--- src/rtl/note_hit_scorer_if.sv ---
// Scoring-stage bus: loader/pitch-detector inputs and HUD/display outputs.
interface note_hit_scorer_if;
    logic        play_en;
    logic [25:0] tempo;
    logic [63:0] notes_in;
    logic        played_valid;
    logic [3:0]  played_note;
    logic        beat_tick;
    logic        hit_pulse;
    logic        miss_pulse;
    logic [15:0] score;
    logic [7:0]  streak;
    logic [7:0]  max_streak;
    logic [9:0]  hits;
    logic [9:0]  misses;
    logic        done;

    modport master (
        output play_en, tempo, notes_in, played_valid, played_note,
        input  beat_tick, hit_pulse, miss_pulse, score, streak, max_streak,
               hits, misses, done
    );

    modport slave (
        input  play_en, tempo, notes_in, played_valid, played_note,
        output beat_tick, hit_pulse, miss_pulse, score, streak, max_streak,
               hits, misses, done
    );
endinterface

--- src/rtl/note_hit_scorer.sv ---
// Beat-window note scorer: times beats from the loader tempo, checks the
// detector strobes against the note due in each window and keeps score.
module note_hit_scorer #(
    parameter int BASE_POINTS = 10,
    parameter int SONG_BEATS  = 128
) (
    input logic              clk,
    input logic              reset,
    note_hit_scorer_if.slave bus
);
    typedef enum logic [1:0] {IDLE = 2'd0, PLAYING = 2'd1, DONE = 2'd2} state_t;

    state_t      state_r;
    state_t      state_next_s;
    logic [25:0] count_r;
    logic [3:0]  target_r;
    logic        load_pending_r;   // first cycle of a window: target comes straight from the loader
    logic        hit_seen_r;
    logic [7:0]  beat_idx_r;
    logic        beat_tick_r;
    logic        hit_pulse_r;
    logic        miss_pulse_r;
    logic [15:0] score_r;
    logic [7:0]  streak_r;
    logic [7:0]  max_streak_r;
    logic [9:0]  hits_r;
    logic [9:0]  misses_r;
    logic        done_r;

    logic [3:0]  cur_target_s;
    logic        match_s;
    logic        window_end_s;
    logic        hit_now_s;
    logic        last_beat_s;
    logic [2:0]  mult_s;
    logic [16:0] points_s;
    logic [16:0] points_sat_s;
    logic [16:0] score_sum_s;
    logic [15:0] score_next_s;
    logic [7:0]  streak_inc_s;
    logic        notes_unused_s;

    // Only the lowest nibble of the note window is due now.
    assign notes_unused_s = ^bus.notes_in[63:4];

    // Window bookkeeping and scoring arithmetic for the closing window.
    always_comb begin
        cur_target_s = load_pending_r ? bus.notes_in[3:0] : target_r;
        match_s      = bus.played_valid && (bus.played_note == cur_target_s) && (cur_target_s != 4'd0);
        window_end_s = (bus.tempo <= 26'd1) || (count_r == (bus.tempo - 26'd1));
        hit_now_s    = hit_seen_r || match_s;
        last_beat_s  = (({1'b0, beat_idx_r} + 9'd1) == 9'(SONG_BEATS));
        if (streak_r[7:3] > 5'd3) begin
            mult_s = 3'd4;
        end else begin
            mult_s = 3'd1 + {1'b0, streak_r[4:3]};
        end
        points_s     = 17'(BASE_POINTS) * {14'd0, mult_s};
        points_sat_s = (points_s > 17'h0FFFF) ? 17'h0FFFF : points_s;
        score_sum_s  = {1'b0, score_r} + points_sat_s;
        score_next_s = score_sum_s[16] ? 16'hFFFF : score_sum_s[15:0];
        streak_inc_s = (streak_r == 8'hFF) ? 8'hFF : (streak_r + 8'd1);
    end

    // Game state register.
    always_ff @(posedge clk) begin
        if (reset) begin
            state_r <= IDLE;
        end else begin
            state_r <= state_next_s;
        end
    end

    // Next game state: pause returns to IDLE, the last scored beat ends the song.
    always_comb begin
        state_next_s = state_r;
        case (state_r)
            IDLE: begin
                if (bus.play_en) begin
                    state_next_s = PLAYING;
                end else begin
                    state_next_s = IDLE;
                end
            end
            PLAYING: begin
                if (!bus.play_en) begin
                    state_next_s = IDLE;
                end else if (window_end_s && last_beat_s) begin
                    state_next_s = DONE;
                end else begin
                    state_next_s = PLAYING;
                end
            end
            DONE:    state_next_s = DONE;
            default: state_next_s = IDLE;
        endcase
    end

    // Beat timer, window capture and score/streak counters.
    always_ff @(posedge clk) begin
        if (reset) begin
            count_r        <= 26'd0;
            target_r       <= 4'd0;
            load_pending_r <= 1'b0;
            hit_seen_r     <= 1'b0;
            beat_idx_r     <= 8'd0;
            beat_tick_r    <= 1'b0;
            hit_pulse_r    <= 1'b0;
            miss_pulse_r   <= 1'b0;
            score_r        <= 16'd0;
            streak_r       <= 8'd0;
            max_streak_r   <= 8'd0;
            hits_r         <= 10'd0;
            misses_r       <= 10'd0;
            done_r         <= 1'b0;
        end else begin
            beat_tick_r  <= 1'b0;
            hit_pulse_r  <= 1'b0;
            miss_pulse_r <= 1'b0;
            case (state_r)
                IDLE: begin
                    count_r        <= 26'd0;
                    hit_seen_r     <= 1'b0;
                    load_pending_r <= 1'b0;
                    if (bus.play_en) begin
                        target_r <= bus.notes_in[3:0];
                    end
                end
                PLAYING: begin
                    if (!bus.play_en) begin
                        count_r        <= 26'd0;
                        hit_seen_r     <= 1'b0;
                        load_pending_r <= 1'b0;
                    end else begin
                        load_pending_r <= 1'b0;
                        if (load_pending_r) begin
                            target_r <= bus.notes_in[3:0];
                        end
                        if (window_end_s) begin
                            count_r        <= 26'd0;
                            beat_tick_r    <= 1'b1;
                            hit_seen_r     <= 1'b0;
                            load_pending_r <= 1'b1;
                            beat_idx_r     <= beat_idx_r + 8'd1;
                            if (last_beat_s) begin
                                done_r <= 1'b1;
                            end
                            if (cur_target_s != 4'd0) begin
                                if (hit_now_s) begin
                                    hit_pulse_r <= 1'b1;
                                    hits_r      <= (hits_r == 10'h3FF) ? hits_r : (hits_r + 10'd1);
                                    streak_r    <= streak_inc_s;
                                    score_r     <= score_next_s;
                                    if (streak_inc_s > max_streak_r) begin
                                        max_streak_r <= streak_inc_s;
                                    end
                                end else begin
                                    miss_pulse_r <= 1'b1;
                                    misses_r     <= (misses_r == 10'h3FF) ? misses_r : (misses_r + 10'd1);
                                    streak_r     <= 8'd0;
                                end
                            end
                        end else begin
                            count_r <= count_r + 26'd1;
                            if (match_s) begin
                                hit_seen_r <= 1'b1;
                            end
                        end
                    end
                end
                DONE: begin
                    done_r <= 1'b1;
                end
                default: begin
                    count_r <= 26'd0;
                end
            endcase
        end
    end

    assign bus.beat_tick  = beat_tick_r;
    assign bus.hit_pulse  = hit_pulse_r;
    assign bus.miss_pulse = miss_pulse_r;
    assign bus.score      = score_r;
    assign bus.streak     = streak_r;
    assign bus.max_streak = max_streak_r;
    assign bus.hits       = hits_r;
    assign bus.misses     = misses_r;
    assign bus.done       = done_r;
endmodule

--- src/flat_wrapper.sv ---
// flat-port wrapper written by rule: the top's interface ports become plain ports
module note_hit_scorer_flat 
#(
    parameter int BASE_POINTS = 10,
    parameter int SONG_BEATS  = 128
)
  (clk, reset, bus_play_en, bus_tempo, bus_notes_in, bus_played_valid, bus_played_note, bus_beat_tick, bus_hit_pulse, bus_miss_pulse, bus_score, bus_streak, bus_max_streak, bus_hits, bus_misses, bus_done);
  note_hit_scorer_if bus_i ();
  input logic clk;
  input logic reset;
  input wire logic [$bits(bus_i.play_en)-1:0] bus_play_en;
  input wire logic [$bits(bus_i.tempo)-1:0] bus_tempo;
  input wire logic [$bits(bus_i.notes_in)-1:0] bus_notes_in;
  input wire logic [$bits(bus_i.played_valid)-1:0] bus_played_valid;
  input wire logic [$bits(bus_i.played_note)-1:0] bus_played_note;
  output wire logic [$bits(bus_i.beat_tick)-1:0] bus_beat_tick;
  output wire logic [$bits(bus_i.hit_pulse)-1:0] bus_hit_pulse;
  output wire logic [$bits(bus_i.miss_pulse)-1:0] bus_miss_pulse;
  output wire logic [$bits(bus_i.score)-1:0] bus_score;
  output wire logic [$bits(bus_i.streak)-1:0] bus_streak;
  output wire logic [$bits(bus_i.max_streak)-1:0] bus_max_streak;
  output wire logic [$bits(bus_i.hits)-1:0] bus_hits;
  output wire logic [$bits(bus_i.misses)-1:0] bus_misses;
  output wire logic [$bits(bus_i.done)-1:0] bus_done;
  assign bus_i.play_en = bus_play_en;
  assign bus_i.tempo = bus_tempo;
  assign bus_i.notes_in = bus_notes_in;
  assign bus_i.played_valid = bus_played_valid;
  assign bus_i.played_note = bus_played_note;
  assign bus_beat_tick = bus_i.beat_tick;
  assign bus_hit_pulse = bus_i.hit_pulse;
  assign bus_miss_pulse = bus_i.miss_pulse;
  assign bus_score = bus_i.score;
  assign bus_streak = bus_i.streak;
  assign bus_max_streak = bus_i.max_streak;
  assign bus_hits = bus_i.hits;
  assign bus_misses = bus_i.misses;
  assign bus_done = bus_i.done;
  note_hit_scorer #(.BASE_POINTS(BASE_POINTS), .SONG_BEATS(SONG_BEATS)) u_core (.clk(clk), .reset(reset), .bus(bus_i));
endmodule
--- config.mk ---
export PLATFORM = sky130hd
export DESIGN_NAME = note_hit_scorer_flat
export DESIGN_NICKNAME = d
export VERILOG_FILES = /design/src/rtl/note_hit_scorer_if.sv /design/src/rtl/note_hit_scorer.sv /design/src/flat_wrapper.sv
export SDC_FILE = /design/constraint.sdc
export NUM_CORES = 1
export LEC_CHECK = 0
export CAP_MARGIN = 20
export CELL_PAD_IN_SITES_DETAIL_PLACEMENT = 1
export CELL_PAD_IN_SITES_GLOBAL_PLACEMENT = 2
export CORE_MARGIN = 2
export CORE_UTILIZATION = 26
export DETAILED_ROUTE_END_ITERATION = 10
export GPL_TIMING_DRIVEN = 0
export PLACE_DENSITY_LB_ADDON = 0.1
export SLEW_MARGIN = 20
export SYNTH_ARGS = -nofsm -noshare
export SYNTH_HDL_FRONTEND = slang
export SYNTH_SLANG_ARGS = --single-unit
--- constraint.sdc ---
create_clock -name clk -period 3.8 [get_ports clk]
set_input_delay 0.76 -clock clk [delete_from_list [all_inputs] [get_ports clk]]
set_output_delay 0.76 -clock clk [all_outputs]
set_load 0.05 [all_outputs]
==> impl_metrics.csv, run 1 <==
group,metric,value,unit
outcome,outcome,"finished, final reports clean",
worst_setup_path,critical-path-slowest-cell,"or4_4",
power,netSwitchingFraction,24.9,%
timing,skew,5.74,ps
floorplan,die_area,0.0251,mm^2
worst_setup_path,start_kind,"primary input",
min_path,min_path_type,"flip-flop to flip-flop",
clocking,clock_sinks,98,
power,p_seq_share,46.6,%
floorplan,ios,154,
power,p_leak,3.07,nW
final_layout,nFillCells,2759,
worst_setup_path,timing.critical_path.mode_cell,"or4_4",
grt,grtUsageMet2,31.6,%
yosys,synth_cells,759,
place,hpwl,15900,um
place,numPortBuffers,92,
yosys,synth_cell_types,63,
final_layout,fin_cells,1206,
yosys,yosysSeqAreaShare,31.7,%
place,gp_congestion,0.814,
drt,wl_per_cell,17.6,um
worst_setup_path,reg2regPathDepth,14,
grt,gr-total-overflow,0,
clocking,clock_latency,350,ps
timing,setup_violations,0,
drt,drt_wl_total,21200,um
drt,vias_per_cell,5.07,
yosys,synth_most_common_cell,"nor2_1",
grt,grt_pass1_wl,33600,um
grt,gr-usage-all-layers,17.0,%
worst_setup_path,r2r_end,"u_core.bus.score[9]$_SDFFE_PP0P_",
grt,grt_max_degree,16,
yosys,synth-edff-count,0,
clocking,holdBufCountCts,0,
clocking,cts-root-buf,"clkbuf_16",
timing,clock.fmax,267,MHz
timing,finalWorstSetupSlack,58.1,ps
yosys,ys_ff_latch,98,
worst_setup_path,reg2reg_slack,350,ps
power,switchingPower,0.552,mW
timing,period_share,98.5,%
flow_run,maxCapViolCount,0,
drt,via_count,6111,
yosys,syn-cell-area,0.00620,mm^2
drt,first_pass_iters,4,
grt,use_met1,20.9,%
clocking,clockBufferDepth,2,
final_layout,final_nets,1007,
worst_setup_path,crit_path_cell_trace,"clkdlybuf4s50_1 -> or4_4 -> or3_4 -> or4_4 -> nor2_4 -> a41o_1 -> buf_6 -> nand2_4 -> buf_8 -> or4_1 -> a21oi_2",
final_layout,antenna_cells,0,
worst_setup_path,critPathKind,"primary input to flip-flop",
timing,worst_slew_pin_slew,1130,ps
timing,max_slew_margin,25.0,%
worst_setup_path,cpPeakStageDelay,570,ps
worst_setup_path,required,4080,ps
min_path,hp-start,"u_core.bus.done$_SDFFE_PP0P_",
grt,grt_pass1_vias,6309,
grt,antenna_found_initial,0,
power,ir_worst_vdd,188,uV
clocking,cts_made_buffers,9,
clocking,htreeDepth,3,
clocking,cts_tree,"built",
power,p_clk_share,44.1,%
yosys,syn_area_per_cell,8.17,um^2
floorplan,rows,56,
power,power_density,263,mW/mm^2
yosys,synth_common_cells,"nor2_1 (100), dfxtp_1 (98), nand2_1 (43), xnor2_1 (41), nand3_1 (40)",
place,placed_cells,1170,
timing,fin_crit,3740,ps
drt,drt_iter0_drc,197,
min_path,holdPathEnd,"u_core.bus.done$_SDFFE_PP0P_",
worst_setup_path,worstSetupEndpointType,"flip-flop",
power,power.internal,1.66,mW
drt,post-route-drc-count,0,
place,place_ws,-1690,ps
yosys,synth_nets,884,
yosys,yosysTopAreaCell,"dfxtp_1",
yosys,ys_warn_count,0,
yosys,async_flop_share,0,%
floorplan,start_util,26.4,%
yosys,synthFlopType,"dfxtp_1",
timing,drv_slew,0,
grt,grt_util_met3,2.18,%
final_layout,area_growth,35.7,%
clocking,path_clk_slew,70,ps
yosys,netlist_top_cells_area,"dfxtp_1 (32%), nor2_1 (6.1%), xnor2_1 (5.8%)",
yosys,yosysTopAreaCellShare,31.7,%
grt,busiest_layer,"met2",
worst_setup_path,arrival,4020,ps
worst_setup_path,reg2reg_from,"u_core.bus.streak[5]$_SDFFE_PP0P_",
final_layout,drive_above_1_share,14.3,%
floorplan,core,0.0235,mm^2
power,combPwrFrac,9.2,%
worst_setup_path,cp_max_fo,5,
timing,hold_viol,0,
min_path,holdPathStages,2,
drt,ant_nets,0,
floorplan,die_y,158,um
floorplan,die_w,158,um
[final cells by class]
cell class / instances / area (um^2) / area share (%)
clock inverter: 4 / 50.0 / 0.595
multi-input combinational: 608 / 4360 / 51.8
tap: 319 / 399 / 4.74
clock buffer: 12 / 256 / 3.05
sequential: 98 / 1960 / 23.3
timing repair buffer: 115 / 1130 / 13.4
buffer: 30 / 185 / 2.20
inverter: 20 / 75.1 / 0.892
[placed cells by master (no fill, tap or decap), drive strengths merged, types with 4 or more instances in the layout]
cell	netlist	layout
mux2	7	7
inv	20	20
and3	17	17
xnor2	41	41
nor2b	13	13
o21bai	9	9
nor4	15	15
dfxtp	98	98
ha	26	26
or3	7	7
and2	6	6
nand4	20	20
o31ai	10	10
o211ai	5	5
nand2	43	43
clkbuf	26	39
o21ai	18	18
nor4b	4	4
nand3	41	41
or4	15	15
a21o	4	4
nor3b	5	5
a21oi	36	36
nor2	100	100
nand2b	12	12
clkdlybuf4s50	0	77
or2	5	5
a22oi	11	11
buf	7	33
nor3	26	26
mux2i	21	21
a31oi	13	13
and4	7	7
dlymetal6s2s	0	5
nand4b	5	5
xor2	33	33
[stage by stage]
stage / total power, mW / setup TNS (ps) / instance area (um^2) / hold slack [ps] / util (%)
after global placement: 1.24 / -115730 / 7570 / 478 / 32.2
after global routing: 2.31 / -5.51 / 8410 / 553 / 35.8
after detailed placement: 1.25 / -116880 / 7570 / 503 / 32.2
after floorplan: 1.15 / -162 / 6250 / 460 / -
final: 2.21 / 0 / 8410 / 516 / 35.8
after CTS: 2.24 / -3910 / 8200 / 518 / 34.9
[state kept, by name, indices dropped and copies added (netlist names)]
register / flops
u_core.bus.streak: 8
u_core.bus.miss_pulse: 1
u_core.bus.score: 16
u_core.count_r: 26
u_core.load_pending_r: 1
u_core.beat_idx_r: 8
u_core.bus.beat_tick: 1
u_core.state_r: 2
u_core.target_r: 4
u_core.bus.max_streak: 8
u_core.hit_seen_r: 1
u_core.bus.misses: 10
u_core.bus.done: 1
u_core.bus.hit_pulse: 1
u_core.bus.hits: 10
[worst max-delay path by stage]
stage	start	to	slack, ps	cells past startpoint
floorplan	bus_tempo[0]	u_core.bus.hits[7]$_SDFFE_PP0P_	-30	10
detailed placement	bus_tempo[4]	u_core.bus.hits[5]$_SDFFE_PP0P_	-1690	12
CTS	bus_tempo[0]	u_core.bus.score[9]$_SDFFE_PP0P_	-160	13
finish	bus_tempo[22]	u_core.bus.misses[8]$_SDFFE_PP0P_	60	11
global placement	bus_tempo[4]	u_core.bus.hits[5]$_SDFFE_PP0P_	-1720	12
global route	bus_tempo[8]	u_core.bus.misses[8]$_SDFFE_PP0P_	-6	13
[power groups by stage]
stage / clock [mW] / combinational (mW) / sequential, mW
floorplan: 0 / 0.0963 / 1.06
global placement: 0 / 0.184 / 1.06
detailed placement: 0 / 0.188 / 1.06
CTS: 1.01 / 0.199 / 1.03
global route: 1.05 / 0.223 / 1.03
finish: 0.977 / 0.205 / 1.03
[routing by layer]
| metal | wire length [um] | vias to the layer above |
|---|---|---|
| li1 | - | 2995 |
| met1 | 9690 | 3007 |
| met2 | 10800 | 92 |
| met3 | 579 | 17 |
| met4 | 223 | 0 |
| met5 | 0 | - |
[critical path, delay by kind of cell]
family	cells	cell delay (ps)
compound gates	2	290
simple gates	6	2200
buf+inv	3	760
[timing repair]
action | in CTS | in global routing
pin swaps | 10 | 15
setup endpoints to repair | 94 | 72
resized for setup | 64 | 68
setup buffers | 16 | 4
gates cloned | 2 | 1
[cells by family (layout without fill, tap and decap cells)]
| group | count (synthesis) | after routing | synth area share (%) |
|---|---|---|---|
| compound gates | 130 | 130 | 14.2 |
| xor+xnor | 74 | 74 | 10.5 |
| fa+ha+maj | 27 | 27 | 5.57 |
| buf+inv | 53 | 181 | 3.61 |
| flops | 98 | 98 | 31.7 |
| mux | 28 | 28 | 4.66 |
| simple gates | 349 | 349 | 29.9 |
Note: power is estimated with default switching activity, not from simulation.
==> run 2, diff against run 1 <==
- CAP_MARGIN: 20 -> 0
==> results of run 2 <==
Final layout, timing and power as in run 1 (identical DEF).
==> RTL change: new RTL, flow settings as in run 2 <==
Re-encode `state_t` (3 states) as one-hot, 3 bits wide.
--- a/src/rtl/note_hit_scorer.sv
+++ b/src/rtl/note_hit_scorer.sv
@@ -8,7 +8,7 @@
     input logic              reset,
     note_hit_scorer_if.slave bus
 );
-    typedef enum logic [1:0] {IDLE = 2'd0, PLAYING = 2'd1, DONE = 2'd2} state_t;
+    typedef enum logic [2:0] {IDLE = 3'b001, PLAYING = 3'b010, DONE = 3'b100} state_t;
 
     state_t      state_r;
     state_t      state_next_s;
Behaviour: same outputs for any inputs over 4 cycles, from zero or initial values and one cycle with reset high; so few cycles prove little.
==> RTL change against run 2 <==
- clock power grew 14%
- non-clock buffer count is 2 higher
- count of clock-buffer cells in the layout decreased by 1
- via count increased by 9.9%
- routed wire length up 15%
- worst setup slack better by 0.095 ns
- final area is 2.7% higher
- synthesized area rose by 7.1%
- sequential cell count grew 1
- total power is 7.3% higher
- critical path type unchanged
- critical endpoint is now u_core.bus.misses[4]$_SDFFE_PP0P_
- largest cell class unchanged
==> RTL change: results (changes against run 2) <==
Critical Path End = u_core.bus.misses[4]$_SDFFE_PP0P_
Multi-input logic area = 4616 um^2 (+5.9%)
Met3 Usage GRT = 2.071% (-0.11 points)
R2R cell count = 12 (-2)
Cell count after synthesis = 829 (+9.2%)
Leakage = 0.002960 uW (-3.5%)
Vias in the first global route = 6893 (+9.3%)
Critical Path Max Stage Delay = 0.59 ns (+0.02 ns)
DP Cell Count = 1245 (+6.4%)
Reg2reg setup slack = 0.33 ns (-0.02 ns)
Status = finished clean
DP Wirelength = 18810 um (+18%)
Wl on met1 = 12160 um (+26%)
Largest cells by area after synthesis = dfxtp_1, ha_1, xnor2_1, xor2_1, nand2_1
Clk_skew = 0.01515 ns (+0.009408 ns)
Min-Delay Startpoint = u_core.bus.max_streak[7]$_SDFFE_PP0P_
DR vias = 6717 (+9.9%)
Max FO, Critical Path = 7 (+2)
Final min period = 3.646 ns (-0.09549 ns)
Met2 Routed Length = 11430 um (+6.3%)
VDD IR max = 0.1764 mV (-6.2%)
Input/output buffers = 86 (-6.5%)
Die W = 163.8 um (+3.4%)
Synth cell count leaders = dfxtp_1, nand2_1, nor2_1
Synth Area in Adders = 5.200% (-0.37 points)
Clk power = 1110 uW (+14%)
Worst slack, placed = -1.551 ns (+0.1386 ns)
Met2 Usage GRT = 31.34% (-0.21 points)
Xor/xnor cell area share of the yosys netlist = 8.308% (-2.1 points)
Post-Syn Nets = 954 (+7.9%)
[RTL change: changes by cell type after synthesis, moves of 8 or more]
cell	delta
or4_1	+12
nor3_1	+17
a211oi_1	+14
nand2_1	+20
nor2_1	-40
clkbuf_1	+12
a22oi_1	-10
a21oi_1	+9
xnor2_1	-8
o311ai_0	+9
o31ai_1	+11
mux2i_1	-9
[RTL change: what timing repair did]
| item | CTS | global route |
|---|---|---|
| setup buffers | 13 | 1 |
| setup endpoints to repair | 94 | 85 |
| gates resized for setup | 41 | 37 |
| pin swaps | 9 | 6 |
[RTL change: cell families after synthesis]
logic type | count (synthesis)
fa+ha+maj | 27
flops | 99
mux | 23
compound gates | 181
xor+xnor | 63
buf+inv | 71
simple gates | 365
[RTL change: final cells by class]
type / instances / area share (%)
buffer: 47 / 2.578
inverter: 23 / 0.9994
clock inverter: 4 / 1.130
timing repair buffer: 100 / 11.18
clock buffer: 11 / 2.926
multi-input combinational: 659 / 53.43
tap: 330 / 4.780
sequential: 99 / 22.97
